<file path="config.mk">
export PLATFORM = sky130hd
export DESIGN_NAME = uart_rx_param_flat
export DESIGN_NICKNAME = d
export VERILOG_FILES = /design/src/rtl/uart_pkg.sv /design/src/rtl/uart_rx_param_if.sv /design/src/rtl/uart_rx_param_baud_tick.sv /design/src/rtl/uart_rx_param.sv /design/src/flat_wrapper.sv
export SDC_FILE = /design/constraint.sdc
export NUM_CORES = 1
export LEC_CHECK = 0
export CORE_MARGIN = 1
export CORE_UTILIZATION = 30
export CTS_BUF_LIST = sky130_fd_sc_hd__clkbuf_2 sky130_fd_sc_hd__clkbuf_4 sky130_fd_sc_hd__clkbuf_8
export DETAILED_ROUTE_END_ITERATION = 7
export GPL_ROUTABILITY_DRIVEN = 0
export MAX_ROUTING_LAYER = met4
export SLEW_MARGIN = 15
export SYNTH_ARGS = -nofsm -noshare
export SYNTH_HDL_FRONTEND = slang
export SYNTH_HIERARCHICAL = 1
export SYNTH_SLANG_ARGS = --single-unit
</file>
<file path="constraint.sdc">
create_clock -name clk -period 6.05 [get_ports clk]
set_clock_uncertainty 0.1 [all_clocks]
set_input_delay 1.21 -clock clk [delete_from_list [all_inputs] [get_ports clk]]
set_output_delay 1.21 -clock clk [all_outputs]
set_load 0.01 [all_outputs]
</file>
<file path="src/rtl/uart_pkg.sv">
// rtl/uart_pkg.sv - shared types, legal ranges and parity helper for the UART receiver
package uart_pkg;

  localparam int DATA_W_MIN     = 5;
  localparam int DATA_W_MAX     = 9;
  localparam int OVERSAMPLE_MIN = 8;
  localparam int OVERSAMPLE_MAX = 32;

  typedef enum logic [1:0] {
    PAR_NONE = 2'd0,
    PAR_EVEN = 2'd1,
    PAR_ODD  = 2'd2,
    PAR_RSVD = 2'd3
  } parity_e;

  typedef enum logic [2:0] {
    ST_IDLE,
    ST_START,
    ST_DATA,
    ST_PARITY,
    ST_STOP,
    ST_DONE
  } rx_state_e;

  // Expected parity bit; callers zero-extend data, which leaves the XOR unchanged.
  function automatic logic par_calc(input logic [DATA_W_MAX-1:0] data, input parity_e mode);
    case (mode)
      PAR_EVEN: return ^data;
      PAR_ODD:  return ~^data;
      default:  return 1'b0;
    endcase
  endfunction

  function automatic logic has_parity(input parity_e mode);
    return (mode == PAR_EVEN) || (mode == PAR_ODD);
  endfunction

endpackage

</file>
<file path="src/rtl/uart_rx_param_if.sv">
// rtl/uart_rx_param_if.sv - received-word handshake between the UART receiver and the host
interface uart_rx_param_if #(
  parameter int DATA_W = 8
);

  logic [DATA_W-1:0] data_out;
  logic              data_ready;
  logic              data_ack;
  logic              parity_error;
  logic              stop_error;
  logic              overrun;

  modport master (
    output data_out, data_ready, parity_error, stop_error, overrun,
    input  data_ack
  );

  modport slave (
    input  data_out, data_ready, parity_error, stop_error, overrun,
    output data_ack
  );

endinterface

</file>
<file path="src/rtl/uart_rx_param_baud_tick.sv">
// rtl/uart_rx_param_baud_tick.sv - uart_baud_tick: one-clk tick every baud_div+1 clks, restartable
module uart_baud_tick #(
  parameter int DIV_W = 16
) (
  input  logic             clk,
  input  logic             reset,
  input  logic             restart,
  input  logic [DIV_W-1:0] baud_div,
  output logic             tick
);

  logic [DIV_W-1:0] cnt_q, cnt_d;
  logic [DIV_W-1:0] div_q, div_d;

  // The divisor is captured only at reload so a mid-period change never truncates a tick.
  always_comb begin
    cnt_d = cnt_q + 1'b1;
    div_d = div_q;
    tick  = 1'b0;
    if (restart) begin
      cnt_d = '0;
      div_d = baud_div;
    end else if (cnt_q == div_q) begin
      tick  = 1'b1;
      cnt_d = '0;
      div_d = baud_div;
    end
  end

  always_ff @(posedge clk or negedge reset) begin
    if (!reset) begin
      cnt_q <= '0;
      div_q <= '0;
    end else begin
      cnt_q <= cnt_d;
      div_q <= div_d;
    end
  end

endmodule

</file>
<file path="src/rtl/uart_rx_param.sv">
// rtl/uart_rx_param.sv - oversampling UART receive engine; UART_RX_MAJORITY_VOTE_EN selects 2-of-3 bit voting
import uart_pkg::*;

module uart_rx_param #(
  parameter int DATA_W     = 8,
  parameter int OVERSAMPLE = 16,
  parameter int DIV_W      = 16
) (
  input  logic             clk,
  input  logic             reset,
  input  logic             rx_en,
  input  logic             rx,
  input  logic [DIV_W-1:0] baud_div,
  input  logic [1:0]       parity_mode,
  input  logic             two_stop,
  output logic             busy,
  uart_rx_param_if.master  rx_if
);

  if (DATA_W < DATA_W_MIN || DATA_W > DATA_W_MAX) begin : g_bad_data_w
    $error("uart_rx_param: DATA_W out of range");
  end
  if (OVERSAMPLE < OVERSAMPLE_MIN || OVERSAMPLE > OVERSAMPLE_MAX || (OVERSAMPLE % 2) != 0) begin : g_bad_os
    $error("uart_rx_param: OVERSAMPLE must be even and in range");
  end

  localparam int CNT_W = $clog2(OVERSAMPLE);
`ifdef UART_RX_MAJORITY_VOTE_EN
  localparam int MID_CNT = OVERSAMPLE / 2;
`else
  localparam int MID_CNT = OVERSAMPLE / 2 - 1;
`endif
  localparam logic [CNT_W-1:0] MID_LAST = CNT_W'(MID_CNT);
  localparam logic [CNT_W-1:0] BIT_LAST = CNT_W'(OVERSAMPLE - 1);
  localparam logic [3:0]       DATA_LAST = 4'(DATA_W - 1);

  rx_state_e         state_q, state_d;
  logic [CNT_W-1:0]  tick_cnt_q, tick_cnt_d;
  logic [3:0]        bit_cnt_q, bit_cnt_d;
  logic [DATA_W-1:0] shift_q, shift_d;
  parity_e           par_mode_q, par_mode_d;
  logic              two_stop_q, two_stop_d;
  logic              stop_cnt_q, stop_cnt_d;
  logic              par_err_q, par_err_d;
  logic              stop_err_q, stop_err_d;
  logic              sync1_q, sync1_d, sync2_q, sync2_d, rx_prev_q, rx_prev_d;
  logic [DATA_W-1:0] data_out_q, data_out_d;
  logic              data_ready_q, data_ready_d;
  logic              parity_error_q, parity_error_d;
  logic              stop_error_q, stop_error_d;
  logic              overrun_q, overrun_d;

  logic                  tick, restart, bit_val, fall, frame_done, ack;
  logic [DATA_W_MAX-1:0] par_in;

  uart_baud_tick #(.DIV_W(DIV_W)) u_baud (
    .clk      (clk),
    .reset    (reset),
    .restart  (restart),
    .baud_div (baud_div),
    .tick     (tick)
  );

`ifdef UART_RX_MAJORITY_VOTE_EN
  // Decision point is one tick late so the window covers ticks mid-1, mid, mid+1.
  logic [1:0] maj_q, maj_d;
  always_comb begin
    maj_d   = tick ? {maj_q[0], sync2_q} : maj_q;
    bit_val = (maj_q[1] & maj_q[0]) | (maj_q[1] & sync2_q) | (maj_q[0] & sync2_q);
  end
  always_ff @(posedge clk or negedge reset) begin
    if (!reset) maj_q <= 2'b11;
    else        maj_q <= maj_d;
  end
`else
  assign bit_val = sync2_q;
`endif

  assign fall = rx_prev_q & ~sync2_q;

  always_comb begin
    par_in = '0;
    par_in[DATA_W-1:0] = shift_q;
  end

  always_comb begin
    state_d    = state_q;
    tick_cnt_d = tick_cnt_q;
    bit_cnt_d  = bit_cnt_q;
    shift_d    = shift_q;
    par_mode_d = par_mode_q;
    two_stop_d = two_stop_q;
    stop_cnt_d = stop_cnt_q;
    par_err_d  = par_err_q;
    stop_err_d = stop_err_q;
    restart    = 1'b0;
    sync1_d    = rx;
    sync2_d    = sync1_q;
    rx_prev_d  = sync2_q;
    if (!rx_en) begin
      state_d = ST_IDLE;
    end else begin
      case (state_q)
        ST_IDLE: begin
          if (fall) begin
            state_d    = ST_START;
            restart    = 1'b1;
            tick_cnt_d = '0;
            bit_cnt_d  = '0;
            stop_cnt_d = 1'b0;
            par_err_d  = 1'b0;
            stop_err_d = 1'b0;
            par_mode_d = parity_e'(parity_mode);
            two_stop_d = two_stop;
          end
        end
        ST_START: begin
          if (tick) begin
            tick_cnt_d = tick_cnt_q + 1'b1;
            if (tick_cnt_q == MID_LAST) begin
              tick_cnt_d = '0;
              state_d    = bit_val ? ST_IDLE : ST_DATA;
            end
          end
        end
        ST_DATA: begin
          if (tick) begin
            tick_cnt_d = tick_cnt_q + 1'b1;
            if (tick_cnt_q == BIT_LAST) begin
              tick_cnt_d = '0;
              shift_d    = {bit_val, shift_q[DATA_W-1:1]};
              bit_cnt_d  = bit_cnt_q + 1'b1;
              if (bit_cnt_q == DATA_LAST)
                state_d = has_parity(par_mode_q) ? ST_PARITY : ST_STOP;
            end
          end
        end
        ST_PARITY: begin
          if (tick) begin
            tick_cnt_d = tick_cnt_q + 1'b1;
            if (tick_cnt_q == BIT_LAST) begin
              tick_cnt_d = '0;
              par_err_d  = bit_val ^ par_calc(par_in, par_mode_q);
              state_d    = ST_STOP;
            end
          end
        end
        ST_STOP: begin
          if (tick) begin
            tick_cnt_d = tick_cnt_q + 1'b1;
            if (tick_cnt_q == BIT_LAST) begin
              tick_cnt_d = '0;
              if (!bit_val) stop_err_d = 1'b1;
              if (two_stop_q && !stop_cnt_q) stop_cnt_d = 1'b1;
              else                           state_d    = ST_DONE;
            end
          end
        end
        default: state_d = ST_IDLE;
      endcase
    end
  end

  assign frame_done = (state_q == ST_DONE) && rx_en;
  assign ack        = data_ready_q && rx_if.data_ack;

  // An ack in the completion cycle frees the slot, so the new word wins over overrun.
  always_comb begin
    data_out_d     = data_out_q;
    data_ready_d   = data_ready_q;
    parity_error_d = parity_error_q;
    stop_error_d   = stop_error_q;
    overrun_d      = overrun_q;
    if (ack) begin
      data_ready_d   = 1'b0;
      parity_error_d = 1'b0;
      stop_error_d   = 1'b0;
      overrun_d      = 1'b0;
    end
    if (frame_done) begin
      if (!data_ready_q || ack) begin
        data_out_d     = shift_q;
        data_ready_d   = 1'b1;
        parity_error_d = par_err_q;
        stop_error_d   = stop_err_q;
      end else begin
        overrun_d = 1'b1;
      end
    end
  end

  always_ff @(posedge clk or negedge reset) begin
    if (!reset) begin
      state_q        <= ST_IDLE;
      tick_cnt_q     <= '0;
      bit_cnt_q      <= '0;
      shift_q        <= '0;
      par_mode_q     <= PAR_NONE;
      two_stop_q     <= 1'b0;
      stop_cnt_q     <= 1'b0;
      par_err_q      <= 1'b0;
      stop_err_q     <= 1'b0;
      sync1_q        <= 1'b1;
      sync2_q        <= 1'b1;
      rx_prev_q      <= 1'b1;
      data_out_q     <= '0;
      data_ready_q   <= 1'b0;
      parity_error_q <= 1'b0;
      stop_error_q   <= 1'b0;
      overrun_q      <= 1'b0;
    end else begin
      state_q        <= state_d;
      tick_cnt_q     <= tick_cnt_d;
      bit_cnt_q      <= bit_cnt_d;
      shift_q        <= shift_d;
      par_mode_q     <= par_mode_d;
      two_stop_q     <= two_stop_d;
      stop_cnt_q     <= stop_cnt_d;
      par_err_q      <= par_err_d;
      stop_err_q     <= stop_err_d;
      sync1_q        <= sync1_d;
      sync2_q        <= sync2_d;
      rx_prev_q      <= rx_prev_d;
      data_out_q     <= data_out_d;
      data_ready_q   <= data_ready_d;
      parity_error_q <= parity_error_d;
      stop_error_q   <= stop_error_d;
      overrun_q      <= overrun_d;
    end
  end

  assign busy                = (state_q != ST_IDLE);
  assign rx_if.data_out      = data_out_q;
  assign rx_if.data_ready    = data_ready_q;
  assign rx_if.parity_error  = parity_error_q;
  assign rx_if.stop_error    = stop_error_q;
  assign rx_if.overrun       = overrun_q;

endmodule

</file>
<file path="src/flat_wrapper.sv">
// flat-port wrapper written by rule: the top's interface ports become plain ports
module uart_rx_param_flat 
#(
  parameter int DATA_W     = 8,
  parameter int OVERSAMPLE = 16,
  parameter int DIV_W      = 16
)
  (clk, reset, rx_en, rx, baud_div, parity_mode, two_stop, busy, rx_if_data_out, rx_if_data_ready, rx_if_parity_error, rx_if_stop_error, rx_if_overrun, rx_if_data_ack);
  uart_rx_param_if #(.DATA_W(DATA_W)) rx_if_i ();
  input  logic clk;
  input  logic reset;
  input  logic rx_en;
  input  logic rx;
  input  logic [DIV_W-1:0] baud_div;
  input  logic [1:0] parity_mode;
  input  logic two_stop;
  output logic busy;
  output wire logic [$bits(rx_if_i.data_out)-1:0] rx_if_data_out;
  output wire logic [$bits(rx_if_i.data_ready)-1:0] rx_if_data_ready;
  output wire logic [$bits(rx_if_i.parity_error)-1:0] rx_if_parity_error;
  output wire logic [$bits(rx_if_i.stop_error)-1:0] rx_if_stop_error;
  output wire logic [$bits(rx_if_i.overrun)-1:0] rx_if_overrun;
  input wire logic [$bits(rx_if_i.data_ack)-1:0] rx_if_data_ack;
  assign rx_if_data_out = rx_if_i.data_out;
  assign rx_if_data_ready = rx_if_i.data_ready;
  assign rx_if_parity_error = rx_if_i.parity_error;
  assign rx_if_stop_error = rx_if_i.stop_error;
  assign rx_if_overrun = rx_if_i.overrun;
  assign rx_if_i.data_ack = rx_if_data_ack;
  uart_rx_param #(.DATA_W(DATA_W), .OVERSAMPLE(OVERSAMPLE), .DIV_W(DIV_W)) u_core (.clk(clk), .reset(reset), .rx_en(rx_en), .rx(rx), .baud_div(baud_div), .parity_mode(parity_mode), .two_stop(two_stop), .busy(busy), .rx_if(rx_if_i));
endmodule
</file>
; ---- Word-level counts from Yosys, hierarchy flattened
; Cells that the tools add are included.
[totals]
ff_bits = 72
latchBits = 0
ramBits = 0
mem_bits_ro = 0
in_bits = 24
out_inout_bits = 13
mem_count = 0
[op_classes]
n_addsub = 3
n_mul = 0
div_mod_pow = 0
magnitude_cmp = 0
n_eq_ne = 33
shifts = 0
muxes = 62
bitwise_logic = 3
n_reduce_logical = 26
[ops]
columns = operator, count
row1 = two-way mux 16 bit, 4
row2 = two-way mux 3 bit, 13
row3 = two-way mux 1 bit, 30
row4 = "inequality test 3 x 2 -> 1 bit, second input constant", 10
row5 = two-way mux 4 bit, 7
row6 = "inequality test 2 x 1 -> 1 bit, second input constant", 10
row7 = "adder 16 x 1 -> 16 bit, second input constant", 1
row8 = == test 16 bit, 1
row9 = case mux 3 bit (5 select lines), 1
row10 = AND reduction 5 bit, 3
row11 = case mux 4 bit (3 select lines), 1
row12 = AND reduction 6 bit, 2
row13 = AND reduction 11 bit, 1
row14 = XNOR reduction 9 bit, 1
row15 = XOR reduction 9 bit, 1
row16 = "adder 4 x 1 -> 4 bit, second input constant", 2
row17 = "== test 4 x 3 -> 1 bit, second input constant", 2
row18 = case mux 1 bit (2 select lines), 4
row19 = case mux 4 bit (2 select lines), 1
row20 = nonzero test 2 bit, 4
row21 = "== test 3 x 2 -> 1 bit, second input constant", 2
row22 = "== test 3 bit, second input constant", 2
row23 = nonzero test 3 bit, 2
row24 = "== test 4 bit, second input constant", 1
row25 = 17 further kinds, 21

; ---- Logic depth before layout (Yosys ltp)
[depth]
word_depth = 13
ltp_mapped = 10

; ---- Hierarchy
; The synthesis kept the hierarchy.
[by_module_without_submodules]
columns = module, instances, cells_per_inst, area_each_um2, seq_area_each_um2
row1 = uart_rx_param, 1, 178, 2019.4, 1004.7
row2 = uart_baud_tick, 1, 131, 1652.8, 800.8

; ---- Worst setup path after synthesis
; No wires, ideal clock.
[synth_path]
path_kind = input port to flip-flop
startpoint = input rx_en
endpoint = register u_core.shift_q[0]
setup_ns = 0.125
arrival_ns = 2.666
slack_ns = 3.159
path_stages = 6
n_path_buf = 1
cell_sequence = and3_1 buf_2 nor2_1 nand4_1 nor3_4 mux2_2
[synth_between]
elab_chain_cells = 3
[synth_rtl]
columns = element, line_no
row1 = "start, declared", flat_wrapper.sv:12  ; input logic rx_en;
row2 = two-way mux 1 bit, uart_rx_param.sv:100  ; if (!rx_en) begin
row3 = named net u_core.restart, uart_rx_param.sv:53  ; logic tick, restart, bit_val, fall, frame_done, ack;
row4 = two-way mux 1 bit, uart_rx_param_baud_tick.sv:20  ; if (restart) begin
row5 = named net u_core.tick, uart_rx_param.sv:53
row6 = AND reduction 4 bit (no source line), --
row7 = "end signal, assigned", uart_rx_param.sv:215  ; shift_q <= shift_d;
row8 = "end, declared", uart_rx_param.sv:40  ; logic [DATA_W-1:0] shift_q, shift_d;
; The timed path passes the listed nets, and every way through them passes these cells.
; A chain may end at the register's enable or synchronous reset.

; ---- Worst setup path in the final report
[layout_path]
startpoint = input rx_en
endpoint = register u_core.shift_q[1]
[layout_between]
elab_chain_cells = 3
[layout_rtl]
columns = element, line_no
row1 = two-way mux 1 bit, uart_rx_param.sv:100
row2 = two-way mux 1 bit, uart_rx_param_baud_tick.sv:20
row3 = named net u_core.tick, uart_rx_param.sv:53
row4 = AND reduction 4 bit (no source line), --
; The timed path passes the listed nets, and every way through them passes these cells.

==> results by group <==
Run status
  – Outcome: completed

Timing
  – Fmax: roughly 0.29 GHz
  – Final hold viol count: 0
  – Final min period: 3.50 ns
  – Number of setup violations in the final report: 0
  – Post-route worst hold slack: about 0.25 ns
  – Setup TNS: 0 ns
  – Transition time at the pin with the least slew margin: just over 0.9 ns
  – Unrepaired setup endpoints after global routing: false
  – Smallest setup slack after layout: between 2 and 3 ns
  – Post-route fraction of the period consumed by the critical path: 57.8%
  – Final-report max-slew violation count: 0
  – Slew headroom: 38.2%

Worst setup path
  – Critical path data arrival time: about 3.6 ns
  – Crit path buf inv count: 1
  – Worst setup path category: primary input to register
  – Master of the slowest instance on the critical path: clkdlybuf4s50_1
  – Crit. End Element: register
  – Number of cells on the critical path: 6
  – Sort of element at the start of the critical path: primary input
  – List of cells traversed by the critical path: clkdlybuf4s50_1 > and3_1 > nor2_1 > nand4_1 > nor3_4 > mux2_2
  – Top cell family by delay on the critical path: simple AND/OR/NAND/NOR gates
  – Data required time of the worst path: around 6.2 ns
  – Largest fanout on the critical path: 12
  – Depth of the most critical reg-to-reg path: 8
  – Worst stage delay on the critical path: 0.55 ns

Die
  – Die footprint: approximately 0.013 mm2
  – Core area: roughly 0.012 mm2
  – Horiz. Die Dim: approximately 110 um
  – I/O Pins: 37
  – Die Ht: ~110 um
  – Number of standard-cell rows in the floorplan: 40
  – Starting density of the core: a little under a third

Synth
  – Synthesized cell area: 0.00367 mm2
  – EDFF count, synth: 0
  – Unique masters post-synth: 60
  – Top_reg_cell synth: dfrtp_1
  – Number of synthesized register bits: 72
  – Post-synthesis area per instance: about 12 um2
  – Synth warn: 6
  – Portion of the post-synthesis area used by sequential elements: approximately half
  – Share of async-settable or async-resettable flops after synthesis: 100%
  – Number of nets produced by synthesis: 338
  – Number of cells produced by synthesis: approximately 310

Global route
  – Total global routing track utilization: 12.7%
  – Pin count of the biggest net entering global routing: 73
  – Via count of the first global-routing pass: 2,496
  – First-pass GRT wire length: about 12 mm
  – Overflow after GRT: 0
  – Initial antenna violation count: 0

Power and ir drop
  – Cell leakage power: about 2.0 nW
  – Sw Ratio: 27.2%
  – Clock network fraction of total power: approximately a third
  – Switching power summed over all nets: around 0.00032 W
  – Total power density per cell area: 272 mW/mm2
  – Total internal power: 0.000869 W
  – Seq pwr share: roughly 49%
  – Portion of total power attributed to combinational logic: ~17%
  – Worst VDD drop: about 0.13 mV

Clock tree
  – TritonCTS clock tree: done
  – Total number of H-tree levels: 3
  – Clock transition time at the flip-flop clock pins of the worst setup and hold paths: 0.08 ns
  – TritonCTS buffer count: 9
  – Max clock buf depth: 2
  – Total clock sinks: 72
  – Latest clock arrival within the worst-skew pair: about 0.35 ns
  – Post-CTS setup-driven buffer insertion count: 0
  – Post-CTS resize count: 0
  – Master cell of the clock root buffer: clkbuf_8
  – Count of hold-fix buffers inserted at cts: 0

Place
  – Post-DP HPWL: between 4 and 5 mm
  – Cell area after placement: about 0.0042 mm2
  – Worst slack, placed: about 2.2 ns
  – Count of input and output buffers: 36

Final layout
  – Synthesis-to-finish area growth: 19.7%
  – Number of nets at the end of the flow: 380
  – Number of diodes: 0
  – Post-route cell area: 0.00440 mm2
  – Ratio of cells with drive above 1 in the final layout: approximately a fifth

Drt
  – Post-route DRC violation count: 0
  – Count of antenna-violating nets left after detailed routing: 0
  – Detailed Routing Iterations Pass 1: 5
  – Via count normalized by instance count: roughly 5
  – Routed via count: approximately 2,500
  – Wire per inst: roughly 14 um
  – DRC violation total after the first TritonRoute iteration: roughly 120
  – Total Routed Length: roughly 7 mm

Hold path
  – Number of cells on the worst hold path: 0
  – HP Class: register to register

Flow run
  – Total of max-cap violations: 0
## placed cells by master, fill, tap and decap left out, drive strengths merged, types with 3 or more instances in the layout
cell type	n
dfstp	3
nand2	15
nor3b	3
nand4	5
xor2	24
nor3	6
o21ai	11
nand3	12
buf	3
clkbuf	12
dfrtp	69
nor2	11
clkdlybuf4s50	35
xnor2	13
mux2	34
and2	14
nor4	10
ha	5
and3	4
nor2b	4
a21oi	8
inv	13
## Yosys cell counts (5+ instances only)
library cell	count	share of area (%)
inv_1	12	1.2
nor2_1	11	1.1
xor2_1	24	5.7
a21oi_1	8	1.1
nand4_1	5	0.85
ha_1	5	1.7
o21ai_0	11	1.5
mux2_4	14	5.7
nand2_1	15	1.5
and2_1	14	2.4
xnor2_1	13	3.1
nand3_1	11	1.5
mux2_2	20	6.1
dfrtp_1	69	47
nor4_1	5	0.85
## logic make-up (layout without fill, tap and decap cells)
logic type	count (synthesis)	count (layout)	share of synthesized area, %
buf+inv	20	67	2.59
simple gates	97	97	16.9
fa+ha+maj	5	5	1.70
flops	72	72	49.2
mux	36	36	12.4
xor+xnor	37	37	8.82
compound gates	42	42	8.45
## sequential cells by signal (all words and copies together) (netlist names), 2 cells and up
name and flops:
u_core/state_q 3, u_core/shift_q 8, u_core/tick_cnt_q 4, u_core/bit_cnt_q 4, u_core/par_mode_q 2, u_core/u_baud/cnt_q 16
u_core/u_baud/div_q 16, u_core/rx_if.data_out 8
## path summary, 6_finish.rpt
| path | start | endpoint | slack (ns) |
|---|---|---|---|
| setup reg to reg | u_core/state_q[1]$_DFFE_PN0P_ | u_core/tick_cnt_q[3]$_DFFE_PN0P_ | 3.15 |
| max in group asynchronous | reset | u_core/rx_if.data_out[4]$_DFFE_PN0P_ | 4.26 |
| setup / recovery | rx_en | u_core/shift_q[1]$_DFFE_PN0P_ | 2.55 |
| hold / removal | u_core/sync1_q$_DFF_PN1_ | u_core/bit_val$_DFF_PN1_ | 0.25 |
| min in group asynchronous | reset | u_core/u_baud/div_q[8]$_DFFE_PN0P_ | 0.96 |
| hold reg to reg | u_core/sync1_q$_DFF_PN1_ | u_core/bit_val$_DFF_PN1_ | 0.25 |
## per-stage QoR
step | instances | power [W] | util (%)
floorplan | 309 | 0.000733 | -
global placement | 487 | 0.000793 | 34.9
detailed placement | 487 | 0.000798 | 34.9
CTS | 503 | 0.00122 | 36.8
global route | 503 | 0.00127 | 36.8
finish | 503 | 0.00119 | 36.8
## metal layers
layer | up-vias | wire [um] | GRT usage (%)
met3 | 8 | 286 | 3.73
met5 | - | 0 | -
met1 | 1232 | 3300 | 15.6
li1 | 1191 | - | -
met4 | 0 | 83 | 3.73
met2 | 45 | 3450 | 20.2
## worst register-to-register path, cell delays in order (launching register included)
cell and delay [ns]:
dfrtp_1 0.55, nor3b_1 0.38, and3_1 0.49, nor2_1 0.21, nor4b_1 0.51, a31oi_4 0.08, nand3_4 0.14, nor4_1 0.06
a211o_1 0.27
## final cells by class
cell class                      instances  area (um2)
Fill cell                            1159        7560
Sequential cell                        72        1810
Multi-Input combinational cell        217        1770
Timing Repair Buffer                   38         370
Tap cell                              147         184
Clock buffer                           12         165
Clock inverter                          4        51.3
Inverter                               13        48.8
## power groups by stage
stage	sequential [W]	combinational (W)	clock (W)
detailed placement	0.000599	0.000199	0
global route	0.000598	0.000223	0.000447
floorplan	0.000583	0.000151	0
finish	0.000590	0.000197	0.000407
CTS	0.000590	0.000200	0.000425
global placement	0.000597	0.000196	0
No activity file was read; power rests on OpenSTA's default activity.
